File: src/rtl/bram_stream_reader_if.sv
// Stream output bundle of bram_stream_reader: valid/ready handshake carrying
// one RAM word per transfer plus an end-of-burst marker.
interface bram_stream_reader_if #(
  parameter int DataWidth = 8
);
  logic                 out_valid;
  logic                 out_ready;
  logic                 out_last;
  logic [DataWidth-1:0] out_data;

  modport master (
    output out_valid,
    output out_last,
    output out_data,
    input  out_ready
  );

  modport slave (
    input  out_valid,
    input  out_last,
    input  out_data,
    output out_ready
  );
endinterface

File: src/rtl/bram_stream_reader.sv
// Burst reader: streams count words from a block RAM starting at base_addr.
// Define BRAM_STREAM_READER_OREG_EN to read through the RAM output register.
module bram_stream_reader #(
  parameter int AddrWidth = 12,
  parameter int DataWidth = 8
) (
  input  logic                 clk,
  input  logic                 reset,
  input  logic                 start,
  input  logic [AddrWidth-1:0] base_addr,
  input  logic [AddrWidth:0]   count,
  output logic                 ena,
  output logic                 regcea,
  output logic                 wea,
  output logic [AddrWidth-1:0] addra,
  input  logic [DataWidth-1:0] rd_data,
  bram_stream_reader_if.master strm,
  output logic                 busy,
  output logic                 done
);

`ifdef BRAM_STREAM_READER_OREG_EN
  localparam int Lat = 2;
`else
  localparam int Lat = 1;
`endif
  localparam int CountW = AddrWidth + 1;

  typedef enum logic [1:0] {
    IDLE,
    RUN,
    DRAIN
  } state_e;

  state_e               state_q, state_d;
  logic                 ena_q, ena_d;
  logic                 last_q, last_d;
  logic                 regcea_q, regcea_d;
  logic [AddrWidth-1:0] addra_q, addra_d;
  logic [AddrWidth-1:0] next_addr_q, next_addr_d;
  logic [CountW-1:0]    rd_left_q, rd_left_d;
  logic                 busy_q, busy_d;
  logic                 done_q, done_d;
  logic [Lat-1:0]       pipe_vld_q, pipe_vld_d;
  logic [Lat-1:0]       pipe_last_q, pipe_last_d;

  logic [1:0]           wr_ptr_q, wr_ptr_d;
  logic [1:0]           rd_ptr_q, rd_ptr_d;
  logic [2:0]           fifo_cnt_q, fifo_cnt_d;
  logic [DataWidth-1:0] fifo_data_q [4];
  logic                 fifo_last_q [4];

  logic                 push;
  logic                 pop;
  logic                 head_valid;
  logic [2:0]           pending;
  logic [3:0]           commit;
  logic                 room;

  assign head_valid = (fifo_cnt_q != 3'd0);
  assign push       = pipe_vld_q[Lat-1];
  assign pop        = head_valid && strm.out_ready;

  // Words already promised to the FIFO: reads on the RAM port or in its pipeline.
  always_comb begin
    pending = 3'(ena_q);
    for (int i = 0; i < Lat; i++) begin
      pending = pending + 3'(pipe_vld_q[i]);
    end
  end

  // The pop happens at the same edge a new read is issued, so it frees a slot.
  assign commit = 4'(fifo_cnt_q) + 4'(pending) - 4'(pop);
  assign room   = (commit < 4'd4);

  // NOTE: every always_comb output gets a default first so no path infers a latch.
  always_comb begin
    state_d     = state_q;
    ena_d       = 1'b0;
    last_d      = 1'b0;
    addra_d     = addra_q;
    next_addr_d = next_addr_q;
    rd_left_d   = rd_left_q;
    done_d      = 1'b0;

    pipe_vld_d[0]  = ena_q;
    pipe_last_d[0] = last_q;
    for (int i = 1; i < Lat; i++) begin
      pipe_vld_d[i]  = pipe_vld_q[i-1];
      pipe_last_d[i] = pipe_last_q[i-1];
    end

    unique case (state_q)
      IDLE: begin
        if (start) begin
          if (count == '0) begin
            done_d = 1'b1;
          end else begin
            ena_d       = 1'b1;
            addra_d     = base_addr;
            next_addr_d = base_addr + AddrWidth'(1);
            rd_left_d   = count - CountW'(1);
            last_d      = (count == CountW'(1));
            state_d     = (count == CountW'(1)) ? DRAIN : RUN;
          end
        end
      end
      RUN: begin
        if (room) begin
          ena_d       = 1'b1;
          addra_d     = next_addr_q;
          next_addr_d = next_addr_q + AddrWidth'(1);
          rd_left_d   = rd_left_q - CountW'(1);
          last_d      = (rd_left_q == CountW'(1));
          if (rd_left_q == CountW'(1)) begin
            state_d = DRAIN;
          end
        end
      end
      DRAIN: begin
        if (pop && fifo_last_q[rd_ptr_q]) begin
          state_d = IDLE;
          done_d  = 1'b1;
        end
      end
      default: state_d = IDLE;
    endcase

    regcea_d   = (Lat == 2) ? ena_q : 1'b0;
    busy_d     = (state_d != IDLE);
    wr_ptr_d   = wr_ptr_q + 2'(push);
    rd_ptr_d   = rd_ptr_q + 2'(pop);
    fifo_cnt_d = fifo_cnt_q + 3'(push) - 3'(pop);
  end

  // NOTE: sequential state uses non-blocking assignments so all flops update together.
  always_ff @(posedge clk or posedge reset) begin
    if (reset) begin
      state_q     <= IDLE;
      ena_q       <= 1'b0;
      last_q      <= 1'b0;
      regcea_q    <= 1'b0;
      addra_q     <= '0;
      next_addr_q <= '0;
      rd_left_q   <= '0;
      busy_q      <= 1'b0;
      done_q      <= 1'b0;
      pipe_vld_q  <= '0;
      pipe_last_q <= '0;
      wr_ptr_q    <= '0;
      rd_ptr_q    <= '0;
      fifo_cnt_q  <= '0;
    end else begin
      state_q     <= state_d;
      ena_q       <= ena_d;
      last_q      <= last_d;
      regcea_q    <= regcea_d;
      addra_q     <= addra_d;
      next_addr_q <= next_addr_d;
      rd_left_q   <= rd_left_d;
      busy_q      <= busy_d;
      done_q      <= done_d;
      pipe_vld_q  <= pipe_vld_d;
      pipe_last_q <= pipe_last_d;
      wr_ptr_q    <= wr_ptr_d;
      rd_ptr_q    <= rd_ptr_d;
      fifo_cnt_q  <= fifo_cnt_d;
    end
  end

  // NOTE: FIFO storage is not reset; entries are only visible through a non-zero count.
  always_ff @(posedge clk) begin
    if (push) begin
      fifo_data_q[wr_ptr_q] <= rd_data;
      fifo_last_q[wr_ptr_q] <= pipe_last_q[Lat-1];
    end
  end

  assign ena            = ena_q;
  assign regcea         = regcea_q;
  assign wea            = 1'b0;
  assign addra          = addra_q;
  assign busy           = busy_q;
  assign done           = done_q;
  assign strm.out_valid = head_valid;
  assign strm.out_data  = head_valid ? fifo_data_q[rd_ptr_q] : '0;
  assign strm.out_last  = head_valid && fifo_last_q[rd_ptr_q];

endmodule
File: src/flat_wrapper.sv
// flat-port wrapper written by rule: the top's interface ports become plain ports
module bram_stream_reader_flat 
#(
  parameter int AddrWidth = 12,
  parameter int DataWidth = 8
)
  (clk, reset, start, base_addr, count, ena, regcea, wea, addra, rd_data, busy, done, strm_out_valid, strm_out_last, strm_out_data, strm_out_ready);
  bram_stream_reader_if #(.DataWidth(DataWidth)) strm_i ();
  input  logic clk;
  input  logic reset;
  input  logic start;
  input  logic [AddrWidth-1:0] base_addr;
  input  logic [AddrWidth:0] count;
  output logic ena;
  output logic regcea;
  output logic wea;
  output logic [AddrWidth-1:0] addra;
  input  logic [DataWidth-1:0] rd_data;
  output logic busy;
  output logic done;
  output wire logic [$bits(strm_i.out_valid)-1:0] strm_out_valid;
  output wire logic [$bits(strm_i.out_last)-1:0] strm_out_last;
  output wire logic [$bits(strm_i.out_data)-1:0] strm_out_data;
  input wire logic [$bits(strm_i.out_ready)-1:0] strm_out_ready;
  assign strm_out_valid = strm_i.out_valid;
  assign strm_out_last = strm_i.out_last;
  assign strm_out_data = strm_i.out_data;
  assign strm_i.out_ready = strm_out_ready;
  bram_stream_reader #(.AddrWidth(AddrWidth), .DataWidth(DataWidth)) u_core (.clk(clk), .reset(reset), .start(start), .base_addr(base_addr), .count(count), .ena(ena), .regcea(regcea), .wea(wea), .addra(addra), .rd_data(rd_data), .strm(strm_i), .busy(busy), .done(done));
endmodule
File: config.mk
export PLATFORM = sky130hd
export DESIGN_NAME = bram_stream_reader_flat
export DESIGN_NICKNAME = d
export VERILOG_FILES = /design/src/rtl/bram_stream_reader_if.sv /design/src/rtl/bram_stream_reader.sv /design/src/flat_wrapper.sv
export SDC_FILE = /design/constraint.sdc
export NUM_CORES = 1
export LEC_CHECK = 0
export CORE_MARGIN = 2
export CORE_UTILIZATION = 45
export DETAILED_ROUTE_END_ITERATION = 10
export PLACE_DENSITY = 0.77
export SLEW_MARGIN = 40
export SYNTH_ARGS = -nofsm -noshare
export SYNTH_HDL_FRONTEND = slang
export SYNTH_SLANG_ARGS = --single-unit
File: constraint.sdc
create_clock -name clk -period 6.1 [get_ports clk]
set_input_delay 1.83 -clock clk [delete_from_list [all_inputs] [get_ports clk]]
set_output_delay 1.83 -clock clk [all_outputs]
set_load 0.01 [all_outputs]
Word level (Yosys, flattened, before mapping). Memory sizes are Yosys's and may differ from the RTL's. Cells that the tools add are included.

Memories: 2. Bits of input ports: 37. Flip-flop bits (word level): 52. RAM bits: 36. Word-level logic and storage cells: 77. Output and inout port bits: 27.

Memory list: u_core.fifo_data_q (words 4, width 8, rd ports 1, clocked after Yosys merged registers in 0, wr ports 1, RTL line bram_stream_reader.sv:50) `logic [DataWidth-1:0] fifo_data_q [4];`; u_core.fifo_last_q (words 4, width 1, rd ports 1, clocked after Yosys merged registers in 0, wr ports 1, RTL line bram_stream_reader.sv:51) `logic fifo_last_q [4];`.

Reduce and logical (&&, ||, !) cells: 9. Mux-type cells: 34. Equal/unequal tests: 7. Order comparisons: 1. Add/subtract/negate cells: 11.

Operator list (number): $mux 12 (6); $pmux 12 s2 (2); $mux 13 (3); $eq 13x1->1 const B (2); $pmux 13 s2 (1); $sub 13x1->13 const B (2); $add 12x1->12 const B (2); $logic_not 13->1 (1); $mux 2 (6); $mux 1 (11); $mux 8 (1); $pmux 1 s2 (3); $pmux 2 s3 (1); $add 2x1->2 (2); $add 3x3->4 (1); $lt 4x3->1 const B (1); $ne 2x2->1 const B (2); $reduce_and 4->1 (1); $reduce_bool 2->1 (2); $sub 4x1->4 (1); $add 3x1->3 (1); $logic_and 1x1->1 (3); $reduce_bool 3->1 (1); $sub 3x1->3 (1); other kinds (5) (5).

Depth between registers and ports, before layout.
Depth in word-level cells: 7. Mapped depth: 13. Mapped depth without buffers: 12.

Least setup slack after synthesis. Ideal clock, no wire load.

Kind: input to register. Start: in strm_out_ready. End: reg u_core.next_addr_q[5]. Setup time: 0.129 ns. Stages on the path: 11. Path buffers: 2. Path slack: 2.243 ns. Arrival: 3.728 ns. Required time: 5.971 ns. Path through: nand2b_1 or2_2 ha_1 nand2_1 o311a_1 mux2i_1 nor2_2 buf_2 buf_2 o21ai_0 o21ai_0.

Word-level cells in the longest chain between the ends: 5.

RTL lines: start, declared (RTL line flat_wrapper.sv:24) `input wire logic [$bits(strm_i.out_ready)-1:0] strm_out_ready;`; $logic_and 1x1->1 (RTL line bram_stream_reader.sv:62) `assign pop = head_valid && strm.out_ready;`; $sub 4x1->4 (RTL line bram_stream_reader.sv:73) `assign commit = 4'(fifo_cnt_q) + 4'(pending) - 4'(pop);`; $lt 4x3->1 (RTL line bram_stream_reader.sv:74) `assign room = (commit < 4'd4);`; $ne 2x1->1 (no line); $reduce_and 4->1 (no line); end signal, assigned (RTL line bram_stream_reader.sv:159) `next_addr_q <= next_addr_d;`; end, declared (RTL line bram_stream_reader.sv:40) `logic [AddrWidth-1:0] next_addr_q, next_addr_d;`.

No other way between the ends. A chain may end at the register's enable or synchronous reset.

Final worst setup path.
Start: in strm_out_ready. End: reg u_core.next_addr_q[6].

Same word-level chain as after synthesis.

==> flow_summary.toml <==
[status]
run_status = "finished clean"

[timing]
final-hold-violation-count = 0
worst_slew_pin_slew_ns = 0.735
final.setup.tns_ns = 0
fmaxAchievable_mhz = 224
worst_clock_skew_on_the_final_layout_ns = 0.0120
fin_crit_sh = 0.732
slew_headroom = 0.508
setup_viol_count_final = 0
layout_min_cycle_time_ns = 4.46
max_slew_violation_total_from_the_final_report = 0
grt_setup_unrepaired = "false"

[detailed_routing]
firstDrtPassIters = 5
post_drt_via_cell_ratio = 5.59
drc = 0
dr_total_vias = 3618
post_detailed_route_wirelength_per_cell_um = 15.4
route.antenna.remaining_nets = 0
dr.first_iter.drc_count = 201
finalWirelength_um = 9980

[global_route]
global_routing_met3_resource_utilization = 0.0298
globalRoute.totalOverflow = 0
grt_first_pass_wirelength_um = 16600
number_of_antenna_violations_at_the_first_check_in_global_routing = 0
vias_in_the_first_global_route = 3513
grt_start_max_net_pins = 53
groute.usage.overall = 0.184
top_usage_layer = "met2"
grtUsageMet1 = 0.241
grtUsageMet2 = 0.318

[pwr]
worst_ir_drop_vdd_v = 0.000202
switching_share = 0.402
clockPowerShare = 0.159
switchingPower_mw = 1.00
seqPwrFrac = 0.395
power.total_mw = 2.49
power-per-cell-area_mw_per_mm2 = 442
power_frac_comb = 0.446
power.internal_mw = 1.49
power.static_leakage_nw = 2.20

[yosys]
synth_most_common_cell = "nand2_1"
synth_top_cell_by_area = "dfrtp_1"
synthTopCellsByArea = "dfrtp_1 27%, edfxtp_1 23%, nand2_1 4.5%"
yosys.cell_types.count = 67
syn-mean-instance-area_sq_um = 10.4
synth.top_cell.area_share = 0.274
netlist_top_cells_count = "57 x nand2_1, 52 x dfrtp_1, 37 x nor2_1"
synth-warning-count = 0
asyncSetResetFlopFracSynth = 0.591
number_of_synthesized_flops_with_an_enable_pin = 36
synth-seq-cells = 88
syn-instance-count = 455
dominantRegCellSynth = "dfrtp_1"
synth_area_sq_mm = 0.00475
synth.yosys.seq_area_share = 0.501

[setup_path]
crit_path_max_incr_delay_ns = 0.57
cp_cell_sequence = "clkdlybuf4s50_1, nand2b_1, or2_2, ha_1, nand2_1, o311a_1, mux2i_1, nor2_2, buf_4, o21a_1, or3_1"
rr_startpoint = "u_core.state_q[0]$_DFF_PP0_"
worst_r2r_endpoint = "u_core.next_addr_q[10]$_DFFE_PP0P_"
cp_data_required_time_ns = 6.35
path_class = "primary input to register"
crit_slowest_cell = "clkdlybuf4s50_1"
largest_fanout_of_any_net_on_the_critical_path = 38
critical_path.startpoint = "strm_out_ready"
crit_arrival_ns = 4.71
regToRegSetupSlack_ns = 2.92
r2r.worst_path.cells = 9
cp-end-kind = "register"
start_kind = "primary input"

[clock_network]
clock_insertion_delay_worst_skew_ns = 0.36
clkTransAtPathRegs_ns = 0.10
htreeDepth = 3
clk_path_buf_depth = 2
postCtsSetupRepairBufs = 0
cts_inserted_buffers = 9
tritoncts_clock_tree = "yes"
cts_resized = 0
cts_sinks = 88
cts-hold-fix-buffers = 0
cts_root_buffer_type = "clkbuf_8"

[layout]
n_antenna_cell = 0
syn2layout_area_growth_pct = 18.3
fin_nets = 555
post_route_cells_drive_above_1_share = 0.0900

[hold_path]
holdCritPathClass = "register to register"
start_point_of_the_worst_min_delay_path = "u_core.last_q$_DFF_PP0_"
hold-path-cell-count = 0
whs_endpoint = "u_core.pipe_last_q$_DFF_PP0_"

[floorplanning]
design.portCount = 64
core.rowCount = 37
die_width_um = 107
floorplan.initialDensity = 0.463
die_h_um = 107
core_area_sq_mm = 0.0103
die_area_sq_mm = 0.0114

[job]
maxCapViolations = 0

[place]
i_o_buffers = 61
place_hpwl_um = 7130
place.gp.congestion = 0.863
[worst max-delay path, delay by kind of cell]
| kind | cells | cell delay (ns) |
|---|---|---|
| and+or+nand+nor | 5 | 0.88 |
| buffers and inverters | 2 | 0.83 |
| muxes | 1 | 0.28 |
| AOI/OAI and AO/OA | 2 | 0.60 |
| adders and majority gates | 1 | 0.30 |
[per-stage QoR]
| stage | cells | hold slack (ns) | cell area [sq um] | utilization | setup slack, ns |
|---|---|---|---|---|---|
| global route | 647 | 0.354 | 5630 | 0.547 | 1.50 |
| CTS | 647 | 0.360 | 5620 | 0.547 | 1.65 |
| global placement | 631 | 0.334 | 5430 | 0.528 | 1.35 |
| detailed placement | 631 | 0.337 | 5430 | 0.529 | 1.25 |
| floorplan | 456 | 0.331 | 4760 | - | 2.24 |
| finish | 647 | 0.356 | 5630 | 0.547 | 1.64 |
[placed cells by master (no fill, tap or decap), types with 3 or more instances in the layout]
master / instances
nand3b_1: 3
o21ai_0: 25
dfrtp_1: 52
clkdlybuf4s50_1: 61
a31oi_1: 6
inv_6: 4
nor3_1: 9
edfxtp_1: 36
and2_1: 14
mux4_2: 9
nand2_1: 57
nand3_1: 14
o31ai_1: 4
and3_1: 4
mux2_2: 3
a21oi_1: 31
ha_1: 11
xor2_1: 7
or3_1: 4
o22a_1: 3
nor4_1: 5
xnor2_1: 9
nor3b_1: 4
inv_1: 15
a22oi_1: 4
mux2i_1: 10
o22ai_1: 7
buf_4: 3
clkbuf_8: 9
o21a_1: 3
nor2_1: 36
[power by group through the flow]
stage / registers (mW) / clock network, mW / logic [mW]
5_1_grt: 1.01 / 0.432 / 1.23
6_report: 0.982 / 0.395 / 1.11
3_3_place_gp: 0.984 / 0 / 1.07
2_1_floorplan: 0.943 / 0 / 0.785
3_5_place_dp: 0.994 / 0 / 1.12
4_1_cts: 0.984 / 0.404 / 1.12
[worst max-delay path by stage]
stage,slack [ns],to
6_report,1.64,u_core.next_addr_q[6]$_DFFE_PP0P_
5_1_grt,1.50,u_core.next_addr_q[6]$_DFFE_PP0P_
4_1_cts,1.65,u_core.next_addr_q[6]$_DFFE_PP0P_
3_5_place_dp,1.25,u_core.next_addr_q[6]$_DFFE_PP0P_
3_3_place_gp,1.35,u_core.next_addr_q[6]$_DFFE_PP0P_
2_1_floorplan,2.24,u_core.next_addr_q[5]$_DFFE_PP0P_
[kinds of logic after synthesis]
family,Yosys count,synth area share
flip-flops,88,0.501
XOR/XNOR,16,0.0295
AO/OA/AOI/OAI,99,0.131
buffers and inverters,42,0.0413
multiplexers,24,0.0779
AND/OR/NAND/NOR,173,0.185
adder cells (fa/ha/maj),12,0.0332
other,1,0.000789
[registers in the layout (all words and copies together) (netlist names)]
register,cells
u_core.fifo_data_q,32
u_core.rd_left_q,13
u_core.addra,12
u_core.next_addr_q,12
u_core.fifo_last_q,4
u_core.fifo_cnt_q,3
u_core.rd_ptr_q,2
u_core.state_q,2
u_core.wr_ptr_q,2
u_core.busy,1
u_core.done,1
u_core.ena,1
u_core.last_q,1
u_core.pipe_last_q,1
u_core.pipe_vld_q,1
[final cells by class]
class                   instances  area (sq um)
fillers                       912          4650
flip-flops and latches         88          2380
multi-input cells             326          2180
repair buffers                 64           633
well taps                     136           170
clock buffers                   9           124
clock inverters                 7          66.3
inverters                      17          66.3
[layer usage]
layer	part of all wire	up-vias
li1	-	1753
met1	0.46	1762
met2	0.50	94
met3	0.039	9
met4	0.0077	0
met5	0	-
Power figures use the tool's default switching activity.
